==> config.mk <==
export PLATFORM = sky130hd
export DESIGN_NAME = audiodac_i2s_rx
export DESIGN_NICKNAME = d
export VERILOG_FILES = /design/src/rtl/audiodac_i2s_rx.sv
export SDC_FILE = /design/constraint.sdc
export NUM_CORES = 1
export LEC_CHECK = 0
export ABC_AREA = 1
export BUFFER_PORTS_ARGS = -buffer_cell sky130_fd_sc_hd__buf_4
export CORE_MARGIN = 3
export CORE_UTILIZATION = 50
export DETAILED_ROUTE_END_ITERATION = 12
export PLACE_DENSITY = 0.71
export SYNTH_ARGS = -nofsm -noshare
export SYNTH_HDL_FRONTEND = slang
export SYNTH_SLANG_ARGS = --single-unit
==> constraint.sdc <==
create_clock -name clk_i -period 1.9 [get_ports clk_i]
set_input_delay 0.19 -clock clk_i [delete_from_list [all_inputs] [get_ports clk_i]]
set_output_delay 0.19 -clock clk_i [all_outputs]
set_load 0.01 [all_outputs]
==> src/rtl/audiodac_i2s_rx.sv <==
// audiodac_i2s_rx: I2S receiver feeding the DAC FIFO through a 4-phase rdy/ack handshake.
// Define AUDIODAC_I2S_RX_MONO_MIX_EN to output (left+right)>>>1 instead of a selected channel.
module audiodac_i2s_rx #(
   parameter int WIDTH = 16
) (
   input  logic             clk_i,
   input  logic             rst_i,
   input  logic             enable_i,
   input  logic             i2s_bclk_i,
   input  logic             i2s_ws_i,
   input  logic             i2s_sd_i,
   input  logic             ch_sel_i,
   output logic [WIDTH-1:0] fifo_indata_o,
   output logic             fifo_indata_rdy_o,
   input  logic             fifo_indata_ack_i,
   output logic             overrun_o,
   input  logic             overrun_clr_i
);

   localparam int CW = $clog2(WIDTH + 1);

   typedef enum logic [1:0] {IDLE, REQ, RELEASE} state_t;

   state_t           state;
   logic [2:0]       bclk_q;
   logic [1:0]       ws_q;
   logic [1:0]       sd_q;
   logic [1:0]       ack_q;
   logic             bit_ev;
   logic             ws;
   logic             sd;
   logic             ack;
   logic [WIDTH-1:0] word;
   logic [WIDTH-1:0] word_nx;
   logic [WIDTH-1:0] left_hold;
   logic [WIDTH-1:0] samp;
   logic [CW-1:0]    bit_cnt;
   logic             ws_prev;
   logic             ws_valid;
   logic             synced;
   logic             ws_chg;
   logic             frame_done;

   always_ff @(posedge clk_i or posedge rst_i) begin
      if (rst_i) begin
         bclk_q <= '0;
         ws_q   <= '0;
         sd_q   <= '0;
         ack_q  <= '0;
      end else begin
         bclk_q <= {bclk_q[1:0], i2s_bclk_i};
         ws_q   <= {ws_q[0], i2s_ws_i};
         sd_q   <= {sd_q[0], i2s_sd_i};
         ack_q  <= {ack_q[0], fifo_indata_ack_i};
      end
   end

   assign bit_ev = bclk_q[1] & ~bclk_q[2];
   assign ws     = ws_q[1];
   assign sd     = sd_q[1];
   assign ack    = ack_q[1];

   // word_nx is the word including the current bit; bits past WIDTH are dropped
   always_comb begin
      word_nx = word;
      for (int i = 0; i < WIDTH; i++) begin
         if (bit_cnt == CW'(WIDTH - 1 - i)) word_nx[i] = sd;
      end
      ws_chg     = enable_i & bit_ev & ws_valid & (ws != ws_prev);
      frame_done = ws_chg & synced & ws_prev;
   end

   // The first ws change after reset/enable only aligns; the word it closes is partial
   always_ff @(posedge clk_i or posedge rst_i) begin
      if (rst_i) begin
         word      <= '0;
         bit_cnt   <= '0;
         ws_prev   <= 1'b0;
         ws_valid  <= 1'b0;
         synced    <= 1'b0;
         left_hold <= '0;
      end else if (!enable_i) begin
         word     <= '0;
         bit_cnt  <= '0;
         ws_prev  <= 1'b0;
         ws_valid <= 1'b0;
         synced   <= 1'b0;
      end else if (bit_ev) begin
         ws_prev  <= ws;
         ws_valid <= 1'b1;
         if (ws_chg) begin
            word    <= '0;
            bit_cnt <= '0;
            synced  <= 1'b1;
            if (synced && !ws_prev) left_hold <= word_nx;
         end else begin
            word <= word_nx;
            if (bit_cnt != CW'(WIDTH)) bit_cnt <= bit_cnt + 1'b1;
         end
      end
   end

`ifdef AUDIODAC_I2S_RX_MONO_MIX_EN
   logic [WIDTH:0] sum;
   logic           unused_ch_sel;
   assign unused_ch_sel = ch_sel_i;
   assign sum  = {left_hold[WIDTH-1], left_hold} + {word_nx[WIDTH-1], word_nx};
   assign samp = sum[WIDTH:1];
`else
   assign samp = ch_sel_i ? word_nx : left_hold;
`endif

   always_ff @(posedge clk_i or posedge rst_i) begin
      if (rst_i) begin
         state             <= IDLE;
         fifo_indata_o     <= {1'b1, {(WIDTH-1){1'b0}}};
         fifo_indata_rdy_o <= 1'b0;
         overrun_o         <= 1'b0;
      end else begin
         unique case (state)
            IDLE: begin
               if (frame_done) begin
                  fifo_indata_o     <= {~samp[WIDTH-1], samp[WIDTH-2:0]};
                  fifo_indata_rdy_o <= 1'b1;
                  state             <= REQ;
               end
            end
            REQ: begin
               if (ack) begin
                  fifo_indata_rdy_o <= 1'b0;
                  state             <= RELEASE;
               end
            end
            RELEASE: begin
               if (!ack) state <= IDLE;
            end
            default: state <= IDLE;
         endcase
         if (frame_done && state != IDLE) overrun_o <= 1'b1;
         else if (overrun_clr_i)          overrun_o <= 1'b0;
      end
   end

endmodule

==> impl_metrics.json, run 1 <==
{
  "status": "complete, no violations",
  "dp.cells": 526,
  "swShare_pct": 24.5,
  "synth_ff_type": "dfrtp_1",
  "skew_ps": 7.43,
  "ff2ff_setup_slack_ps": 180,
  "nets": 479,
  "dr.pass1.iters": 5,
  "reg2reg_to": "fifo_indata_o[0]",
  "grt_max_degree": 70,
  "synth_top_area_cell": "dfrtp_1",
  "synth_cell_type_count": 25,
  "reg2reg_depth": 9,
  "leakage_nw": 2.10,
  "vias_per_cell": 5.00,
  "syn-num-nets": 441,
  "drive_above_1_share_pct": 12.6,
  "critPathCapture": "fifo_indata_o[0]",
  "layout_common_cells": "nand2_1 (172), dfrtp_1 (68), inv_1 (51)",
  "n_antenna_cell": 0,
  "syn_inst": 427,
  "post_drt_wl_per_cell_um": 12.9,
  "syn_avg_cell_area_um2": 7.85,
  "internal_power_mw": 2.59,
  "pin_count": 27,
  "antenna_found_initial": 0,
  "slew_headroom_pct": 63.5,
  "drc_errors": 0,
  "stdcell_area_um2": 3960,
  "hold_depth": 2,
  "path_cells": "ha_1 -> inv_1 -> nor2_1 -> ha_1 -> a21oi_1 -> nand2_1 -> o21ai_0 -> nand2_1 -> nand2_1",
  "ff_latch_area_um2": 1730,
  "seqPwrFrac_pct": 46.4,
  "die_h_um": 87.9,
  "combPwrFrac_pct": 11.3,
  "clk_pin_slew_ps": 70,
  "die_w_um": 87.9,
  "critPathRequiredTime_ps": 2190,
  "synth-seq-cells": 69,
  "crit_type": "reg2reg",
  "ys_warn_count": 0,
  "num_rows": 29,
  "layout_commonest_cell": "nand2_1",
  "tightest_slew_ps": 547,
  "final.setup.worst_slack_ps": 177,
  "crit_top_cell": "nand2_1",
  "arrival_ps": 2010,
  "startpoint": "bit_cnt[0]",
  "grt_remaining_overflow": 0,
  "cts_sinks": 69,
  "root_buffer": "clkbuf_8",
  "setup_viol": 0,
  "start_util_pct": 52.2,
  "p_per_area_nw_per_um2": 868,
  "coreArea_um2": 6420,
  "slowest_stage": "dfrtp_1",
  "wl_mm": 7.03,
  "synthTopCellsByArea": "dfrtp_1 (51%), nand2_1 (19%), inv_1 (5.8%), nand3_1 (5.4%), o21ai_0 (5.1%)",
  "route.vias.total": 2734,
  "numCtsBuffers": 9,
  "maxSlewViolCount": 0,
  "area_growth_pct": 18.0,
  "fillerInstances": 582,
  "fin_tns_setup_ps": 0,
  "rsz0062_at_grt": "false",
  "max_stage_delay_ps": 450,
  "grt_pass1_vias": 2570,
  "hold_path_class": "in2reg",
  "hold_viol": 0,
  "grt_pass1_wl_mm": 12.0,
  "switchingPower_uw": 842,
  "syn-cell-area_um2": 3350,
  "portBuffers": 26,
  "crit_fanout": 6,
  "p_clk_share_pct": 42.3,
  "post-place-ws_ps": 160,
  "crit_path_end_kind": "flip-flop",
  "start_kind": "flip-flop",
  "cts_tree": "yes",
  "r2r_start": "bit_cnt[0]",
  "synth_enable_flop_cells": 0,
  "finalNonFillerCells": 547,
  "ys_seq_area_share_pct": 51.5,
  "fin_total_pwr_mw": 3.43,
  "min_period_ps": 1720,
  "cap_violations": 0,
  "fmax_mhz": 581,
  "postRouteAntennaNets": 0,
  "dp_hpwl_mm": 4.67,
  "async_flop_share_pct": 100,
  "gp_congestion": 0.777,
  "period_share_pct": 90.7,
  "drt_iter0_drc": 183,
  "htreeDepth": 3,
  "vdd_drop_max_mv": 0.472,
  "postPlaceCellArea_um2": 3660,
  "clk_latency_ps": 350,
  "multi_input_area_um2": 1350,
  "fp.dieArea_um2": 7720,
  "track_usage_pct": 20.1,
  "synth_top_area_share_pct": 50.8,
  "ctsLongestPathBuffers": 2
}
## cells in the mapped netlist (3+ instances only)
master and number:
and2_1 14, buf_2 4, buf_6 3, clkbuf_1 3, dfrtp_1 68, ha_1 5
inv_1 52, nand2_1 172, nand3_1 36, nand4_1 6, nor2_1 12, o21ai_0 34
## cell families after synthesis
logic type                 count (synthesis)  synth area share (%)
DFF                                       69                  51.5
buffers and inverters                     65                  8.21
and+or+nand+nor                          248                  32.2
adders and majority gates                  5                  1.87
AOI/OAI and AO/OA                         40                  6.16
## worst min-delay path by stage
stage	start	endpoint	slack, ps
global route	overrun_clr_i	overrun_o	10
floorplan	fifo_indata_ack_i	ack_q[0]	220
global placement	i2s_ws_i	ws_q[0]	300
finish	overrun_clr_i	overrun_o	20
CTS	overrun_clr_i	overrun_o	10
detailed placement	i2s_bclk_i	bclk_q[0]	300
## routing by layer
metal  vias to the layer above  GRT usage [%]  wire length [um]
met4                         0           6.28                75
li1                       1405              -                 -
met5                         -              0                 0
met2                        66           31.9              3250
met3                        10           4.89               423
met1                      1253           27.1              3280
## worst max-delay path: cells and delay by family (launching register included)
family	cells	cell delay [ps]
compound gates	2	420
flops	1	450
buf+inv	1	80
fa+ha+maj	2	430
simple gates	4	290
## metrics by stage
step | util, % | hold slack [ps]
5_1_grt | 61.6 | 14.8
6_report | 61.6 | 20.7
3_3_place_gp | 57.0 | 300
4_1_cts | 61.5 | 9.84
2_1_floorplan | - | 221
3_5_place_dp | 57.0 | 300
## registers in the layout, summed over array words and instances, names as in the netlist, 2 cells and up
name,cells
state,2
fifo_indata_o,16
left_hold,16
ws_q,2
bit_cnt,5
word,16
bclk_q,3
sd_q,2
ack_q,2
## what timing repair did
action	in CTS	in global routing
endpoints found under the setup margin	0	10
hold buffers	5	0
endpoints found under the hold margin	72	0
gates resized for setup	0	1
setup buffers	0	0
## power groups by stage
stage | logic, mW | registers (mW) | clock network, mW
3_5_place_dp | 0.377 | 1.62 | 0
2_1_floorplan | 0.253 | 1.61 | 0
3_3_place_gp | 0.368 | 1.62 | 0
4_1_cts | 0.389 | 1.59 | 1.48
5_1_grt | 0.442 | 1.60 | 1.54
6_report | 0.387 | 1.59 | 1.45
## layout make-up
class	count	area share [%]
clock buffers	12	3.67
clock inverters	4	2.40
inverters	52	5.03
multi-input cells	293	34.2
flip-flops and latches	69	43.7
well taps	77	2.44
repair buffers	40	8.54
Power figures use the tool's default switching activity.
==> run 2: changes to the inputs <==
Settings changed: CELL_PAD_IN_SITES_DETAIL_PLACEMENT set to 0, CELL_PAD_IN_SITES_GLOBAL_PLACEMENT set to 1, CORE_UTILIZATION 50 to 40, PLACE_DENSITY 0.71 to not set, PLACE_DENSITY_LB_ADDON set to 0.1, SKIP_CTS_REPAIR_TIMING set to 1.
==> run 2 against run 1 <==
Compared with the run above: power decreased by 7.3%; highest routed layer unchanged; first-iteration DRC count is 9.8% lower; cell count is 5.7% higher; critical endpoint is now fifo_indata_o[9]; non-clock buffer count is 6 higher; sequential share of layout area decreased by 0.32 points.
==> impl_metrics.json, run 2 (synthesized netlist as in run 1, its figures left out) <==
{
  "status": "complete, no violations",
  "top_regs": "fifo_indata_o (16), left_hold (16), word (16)",
  "leakage_nw": 2.10,
  "min_period_ps": 1680,
  "vdd_drop_max_mv": 0.376,
  "combPwrFrac_pct": 12.7,
  "hold_path_class": "in2reg",
  "postRouteAntennaNets": 0,
  "crit_type": "reg2reg",
  "worstHoldEndpoint": "overrun_o",
  "ctsLongestPathBuffers": 2,
  "pin_count": 27,
  "htreeDepth": 3,
  "slew_headroom_pct": 62.2,
  "slowest_stage": "nor2_4",
  "hp-start": "overrun_clr_i",
  "hold_depth": 2,
  "skew_ps": 8.17,
  "critPathRequiredTime_ps": 2180,
  "setup_viol": 0,
  "gp_congestion": 0.758,
  "wl_mm": 7.57,
  "antenna_found_initial": 0,
  "fp.dieArea_um2": 9510,
  "coreArea_um2": 7930,
  "numCtsBuffers": 9,
  "nets": 485,
  "drc_errors": 0,
  "arrival_ps": 1950,
  "hold_viol": 0,
  "dp.cells": 557,
  "fin_total_pwr_mw": 3.18,
  "route.vias.total": 2727,
  "swShare_pct": 26.7,
  "hold_ws_ps": 30.6,
  "reg2reg_depth": 8,
  "die_h_um": 97.5,
  "ff2ff_setup_slack_ps": 220,
  "dr.pass1.iters": 4,
  "grt_pass1_vias": 2669,
  "reg2reg_to": "fifo_indata_o[9]",
  "switchingPower_uw": 850,
  "grt_pass1_wl_mm": 13.3,
  "path_cells": "inv_1 -> nand2_1 -> buf_4 -> nor2_1 -> nand4_1 -> nor2_4 -> nand2_1 -> nand2_1",
  "clk_latency_ps": 340,
  "r2r_start": "bclk_q[2]",
  "grt_max_degree": 70,
  "p_per_area_nw_per_um2": 799,
  "num_rows": 32,
  "internal_power_mw": 2.33,
  "vias_per_cell": 4.72,
  "finalNonFillerCells": 578,
  "fmax_mhz": 597,
  "crit_top_cell": "nand2_1",
  "n_antenna_cell": 0,
  "track_usage_pct": 17.3,
  "post_drt_wl_per_cell_um": 13.1,
  "rsz0062_at_grt": "false",
  "grt_remaining_overflow": 0,
  "max_stage_delay_ps": 370,
  "period_share_pct": 88.2,
  "drt_iter0_drc": 165,
  "cap_violations": 0,
  "seqPwrFrac_pct": 50.0,
  "area_growth_pct": 18.9,
  "final.setup.worst_slack_ps": 224,
  "die_w_um": 97.5,
  "portBuffers": 26,
  "clk_pin_slew_ps": 70,
  "crit_path_end_kind": "flip-flop",
  "start_kind": "flip-flop",
  "start_util_pct": 42.3,
  "layout_common_cells": "nand2_1 (172), dfrtp_1 (68), inv_1 (51)",
  "post-place-ws_ps": 175,
  "root_buffer": "clkbuf_8",
  "dp_hpwl_mm": 5.05,
  "drive_above_1_share_pct": 13.7,
  "tightest_slew_ps": 566,
  "cts_sinks": 69,
  "cts_tree": "yes",
  "layout_commonest_cell": "nand2_1",
  "crit_fanout": 16,
  "maxSlewViolCount": 0,
  "fin_tns_setup_ps": 0,
  "p_clk_share_pct": 37.3
}
[run 2: cell types whose count changed in the layout (fill, tap and decap cells not counted), sizes merged]
cell	delta
buf	+6
bufinv	-2
clkinv	+1
clkinvlp	+1
[run 2: routing by layer]
layer  part of all wire, %  track usage (%)  up-vias  wire length (um)
met2                    44             25.6       50              3320
met5                     0                0        -                 0
li1                      -                -     1415                 -
met4                   1.5             6.60        0               112
met3                   3.1             3.09       11               233
met1                    51             25.3     1251              3900
[run 2: worst max path at each step]
| stage | start | endpoint | slack, ps | depth (start not counted) |
|---|---|---|---|---|
| 2_1_floorplan | bit_cnt[0] | left_hold[11] | 380 | 8 |
| 3_3_place_gp | bclk_q[2] | fifo_indata_o[9] | 240 | 8 |
| 3_5_place_dp | bclk_q[2] | bit_cnt[4] | 170 | 7 |
| 4_1_cts | ws_q[1] | bit_cnt[4] | 160 | 7 |
| 5_1_grt | bclk_q[2] | fifo_indata_o[10] | 50 | 8 |
| 6_report | bclk_q[2] | fifo_indata_o[9] | 220 | 8 |
[run 2: through the flow]
| stage | instance area [um^2] | util [%] |
|---|---|---|
| floorplan | 3360 | - |
| global placement | 3740 | 47.1 |
| detailed placement | 3740 | 47.1 |
| CTS | 3930 | 49.6 |
| global route | 3980 | 50.3 |
| finish | 3980 | 50.3 |
[run 2: layout make-up]
type | instances | area (um^2)
repair buffers | 46 | 383
flip-flops and latches | 69 | 1730
clock buffers | 12 | 145
fillers | 802 | 3940
inverters | 52 | 199
clock inverters | 4 | 47.5
well taps | 102 | 128
multi-input cells | 293 | 1350
[run 2: power by group through the flow]
stage | registers, mW | clock network (mW) | logic [mW]
finish | 1.59 | 1.19 | 0.403
global route | 1.60 | 1.28 | 0.464
CTS | 1.59 | 1.22 | 0.400
detailed placement | 1.62 | 0 | 0.397
global placement | 1.62 | 0 | 0.396
floorplan | 1.61 | 0 | 0.253
[run 2: worst max-delay path, delay by kind of cell (launching register included)]
family                 cells  cell delay [ps]
DFF                        1              360
and+or+nand+nor            6             1050
buffers and inverters      2              210
==> run 3: changes to the inputs <==
Settings changed: ABC_AREA 1 to not set, BUFFER_PORTS_ARGS -buffer_cell sky130_fd_sc_hd__buf_4 to -buffer_cell sky130_fd_sc_hd__buf_2, CORE_UTILIZATION 40 to 44, PLACE_DENSITY set to 0.84, PLACE_DENSITY_LB_ADDON 0.1 to not set.
==> run 3 against run 2 <==
Compared with the run above: global-route usage rose by 1.4 points; combinational power is 12% higher; count of clock-buffer cells in the layout grew 3; register-to-register slack worse by 140 ps; synthesized area is 7.3% higher; critical path type unchanged; power is 1.4% higher; worst hold slack got worse by 3.3 ps; critical path depth fell by 2; clock power grew 4%; sequential power shrank 3%; non-clock buffer count up 9; largest cell class unchanged; setup slack got worse by 140 ps.
==> impl_metrics.json, run 3 <==
{
  "grt_pass1_wl_mm": 13.3,
  "p_per_area_nw_per_um2": 761,
  "crit_type": "reg2reg",
  "wl_met2_mm": 3.98,
  "min_period_ps": 1810,
  "max_stage_delay_ps": 420,
  "post-place-ws_ps": -6.45,
  "numCtsBuffers": 9,
  "crit_fanout": 5,
  "synth_top_area_share_pct": 47.3,
  "wl_met1_mm": 3.54,
  "hp-start": "overrun_clr_i",
  "drc_errors": 0,
  "postRouteAntennaNets": 0,
  "cts_sinks": 69,
  "synth.most_common_cell": "dfrtp_1",
  "start_kind": "flip-flop",
  "skew_ps": 13.5,
  "die_h_um": 96.4,
  "fin_total_pwr_mw": 3.23,
  "dr.pass1.iters": 5,
  "clk_latency_ps": 340,
  "finalNonFillerCells": 454,
  "vias_per_cell": 5.70,
  "final.setup.worst_slack_ps": 86.3,
  "cts_tree": "yes",
  "synth-seq-cells": 69,
  "drt_iter0_drc": 175,
  "clk_pin_slew_ps": 80,
  "async_flop_share_pct": 100,
  "period_share_pct": 95.5,
  "worstHoldEndpoint": "overrun_o",
  "synthTopCellsByArea": "dfrtp_1 (47%), mux2_2 (7.8%), mux2i_1 (5.8%), o32ai_1 (3.4%), nand2b_1 (3.3%)",
  "wl_mm": 7.98,
  "fp.dieArea_um2": 9290,
  "setup_viol": 0,
  "cap_violations": 0,
  "root_buffer": "clkbuf_8",
  "ys_seq_area_share_pct": 48.1,
  "ff_latch_area_um2": 1730,
  "stdcell_area_um2": 4240,
  "syn-num-nets": 317,
  "path_cells": "inv_1 -> ha_1 -> buf_4 -> and4bb_2 -> mux2_2 -> mux2_2",
  "critPathRequiredTime_ps": 2130,
  "top_layer": "met4",
  "dp.cells": 432,
  "track_usage_pct": 18.7,
  "synth_top_area_cell": "dfrtp_1",
  "top_regs": "fifo_indata_o (16), left_hold (16), word (16)",
  "die_w_um": 96.4,
  "postPlaceCellArea_um2": 3950,
  "slew_headroom_pct": 65.1,
  "synthTopCellsByCount": "dfrtp_1 (68), mux2_2 (25), inv_1 (21), mux2i_1 (21)",
  "multi_input_area_um2": 1680,
  "tightest_slew_ps": 523,
  "crit_path_end_kind": "flip-flop",
  "dp_hpwl_mm": 5.21,
  "synth_enable_flop_cells": 0,
  "drive_above_1_share_pct": 32.1,
  "num_rows": 32,
  "pin_count": 27,
  "synth_ff_type": "dfrtp_1",
  "ctsLongestPathBuffers": 2,
  "reg2reg_to": "left_hold[10]",
  "layout_common_cells": "dfrtp_1 (66), buf_2 (26), mux2_2 (25)",
  "r2r_start": "bit_cnt[1]",
  "hold_viol": 0,
  "ff2ff_setup_slack_ps": 90,
  "fillerInstances": 715,
  "vdd_drop_max_mv": 0.449,
  "syn-cell-area_um2": 3600,
  "crit_top_cell": "mux2_2",
  "maxSlewViolCount": 0,
  "hold_depth": 2,
  "hold_ws_ps": 27.4,
  "slowest_stage": "dfrtp_1",
  "nets": 361,
  "status": "complete, no violations",
  "syn_inst": 303,
  "hold_path_class": "in2reg",
  "grt_max_degree": 70,
  "reg2reg_depth": 6,
  "grt_pass1_vias": 2678,
  "leakage_nw": 1.95,
  "portBuffers": 26,
  "n_antenna_cell": 0,
  "antenna_found_initial": 0,
  "coreArea_um2": 7850,
  "gp_congestion": 0.856,
  "post_drt_wl_per_cell_um": 17.6,
  "arrival_ps": 2050,
  "synth_cell_type_count": 51,
  "ys_warn_count": 0,
  "fin_util_pct": 54.0,
  "syn_avg_cell_area_um2": 11.9,
  "layout_commonest_cell": "dfrtp_1",
  "route.vias.total": 2586,
  "rsz0062_at_grt": "true",
  "fin_tns_setup_ps": 0,
  "area_growth_pct": 17.9,
  "wl_met3_um": 400,
  "fmax_mhz": 551,
  "start_util_pct": 45.8,
  "htreeDepth": 3,
  "grt_remaining_overflow": 0
}
-- run 3: cell types whose count changed after synthesis, moves of 15 or more --
| cell | change |
|---|---|
| nand2_1 | -166 |
| nand3_1 | -33 |
| inv_1 | -31 |
| mux2_2 | +25 |
| mux2i_1 | +21 |
| nand2b_1 | +19 |
| o21ai_0 | -15 |
-- run 3: routing by layer --
metal  GRT usage, %  up-vias
met3           3.18        6
met2           30.9       55
met1           24.5     1309
met5              0        -
li1               -     1216
met4           7.59        0
-- run 3: layout make-up --
class                      instances  area share, %
sequential                        69           40.8
multi-input combinational        191           39.7
timing repair buffer              55           9.68
clock buffer                      15           4.16
tap                              102           3.01
inverter                          21           1.95
clock inverter                     1          0.708
-- run 3: cells by family after synthesis --
logic type                 synth area share (%)
and+or+nand+nor                            13.7
DFF                                        48.1
AOI/OAI and AO/OA                          16.4
adders and majority gates                  1.74
buffers and inverters                      5.71
xor gates and xnor gates                  0.696
muxes                                      13.7
-- run 3: worst max-delay path: cells and delay by family (launching register included) --
family                   cells  cell delay, ps
AND/OR/NAND/NOR              1             300
flip-flops                   1             420
adder cells (fa/ha/maj)      1             170
buffers and inverters        2             240
multiplexers                 2             590
-- run 3: where the power goes --
| part | total [mW] | internal, mW | switching, mW |
|---|---|---|---|
| combinational | 0.451 | 0.214 | 0.237 |
| clock | 1.24 | 0.717 | 0.522 |
| sequential | 1.54 | 1.50 | 0.0353 |
| total | 3.23 | 2.43 | 0.795 |
-- run 3: worst max path at each step --
stage | start | slack, ps | cells past startpoint | end
after floorplan | bit_cnt[1] | 60 | 5 | left_hold[6]
after global placement | bit_cnt[0] | 110 | 5 | left_hold[15]
after detailed placement | bit_cnt[1] | -6 | 5 | left_hold[6]
after CTS | bit_cnt[1] | -10 | 5 | left_hold[6]
after global routing | bit_cnt[0] | -5 | 5 | left_hold[4]
final | bit_cnt[1] | 90 | 6 | left_hold[10]
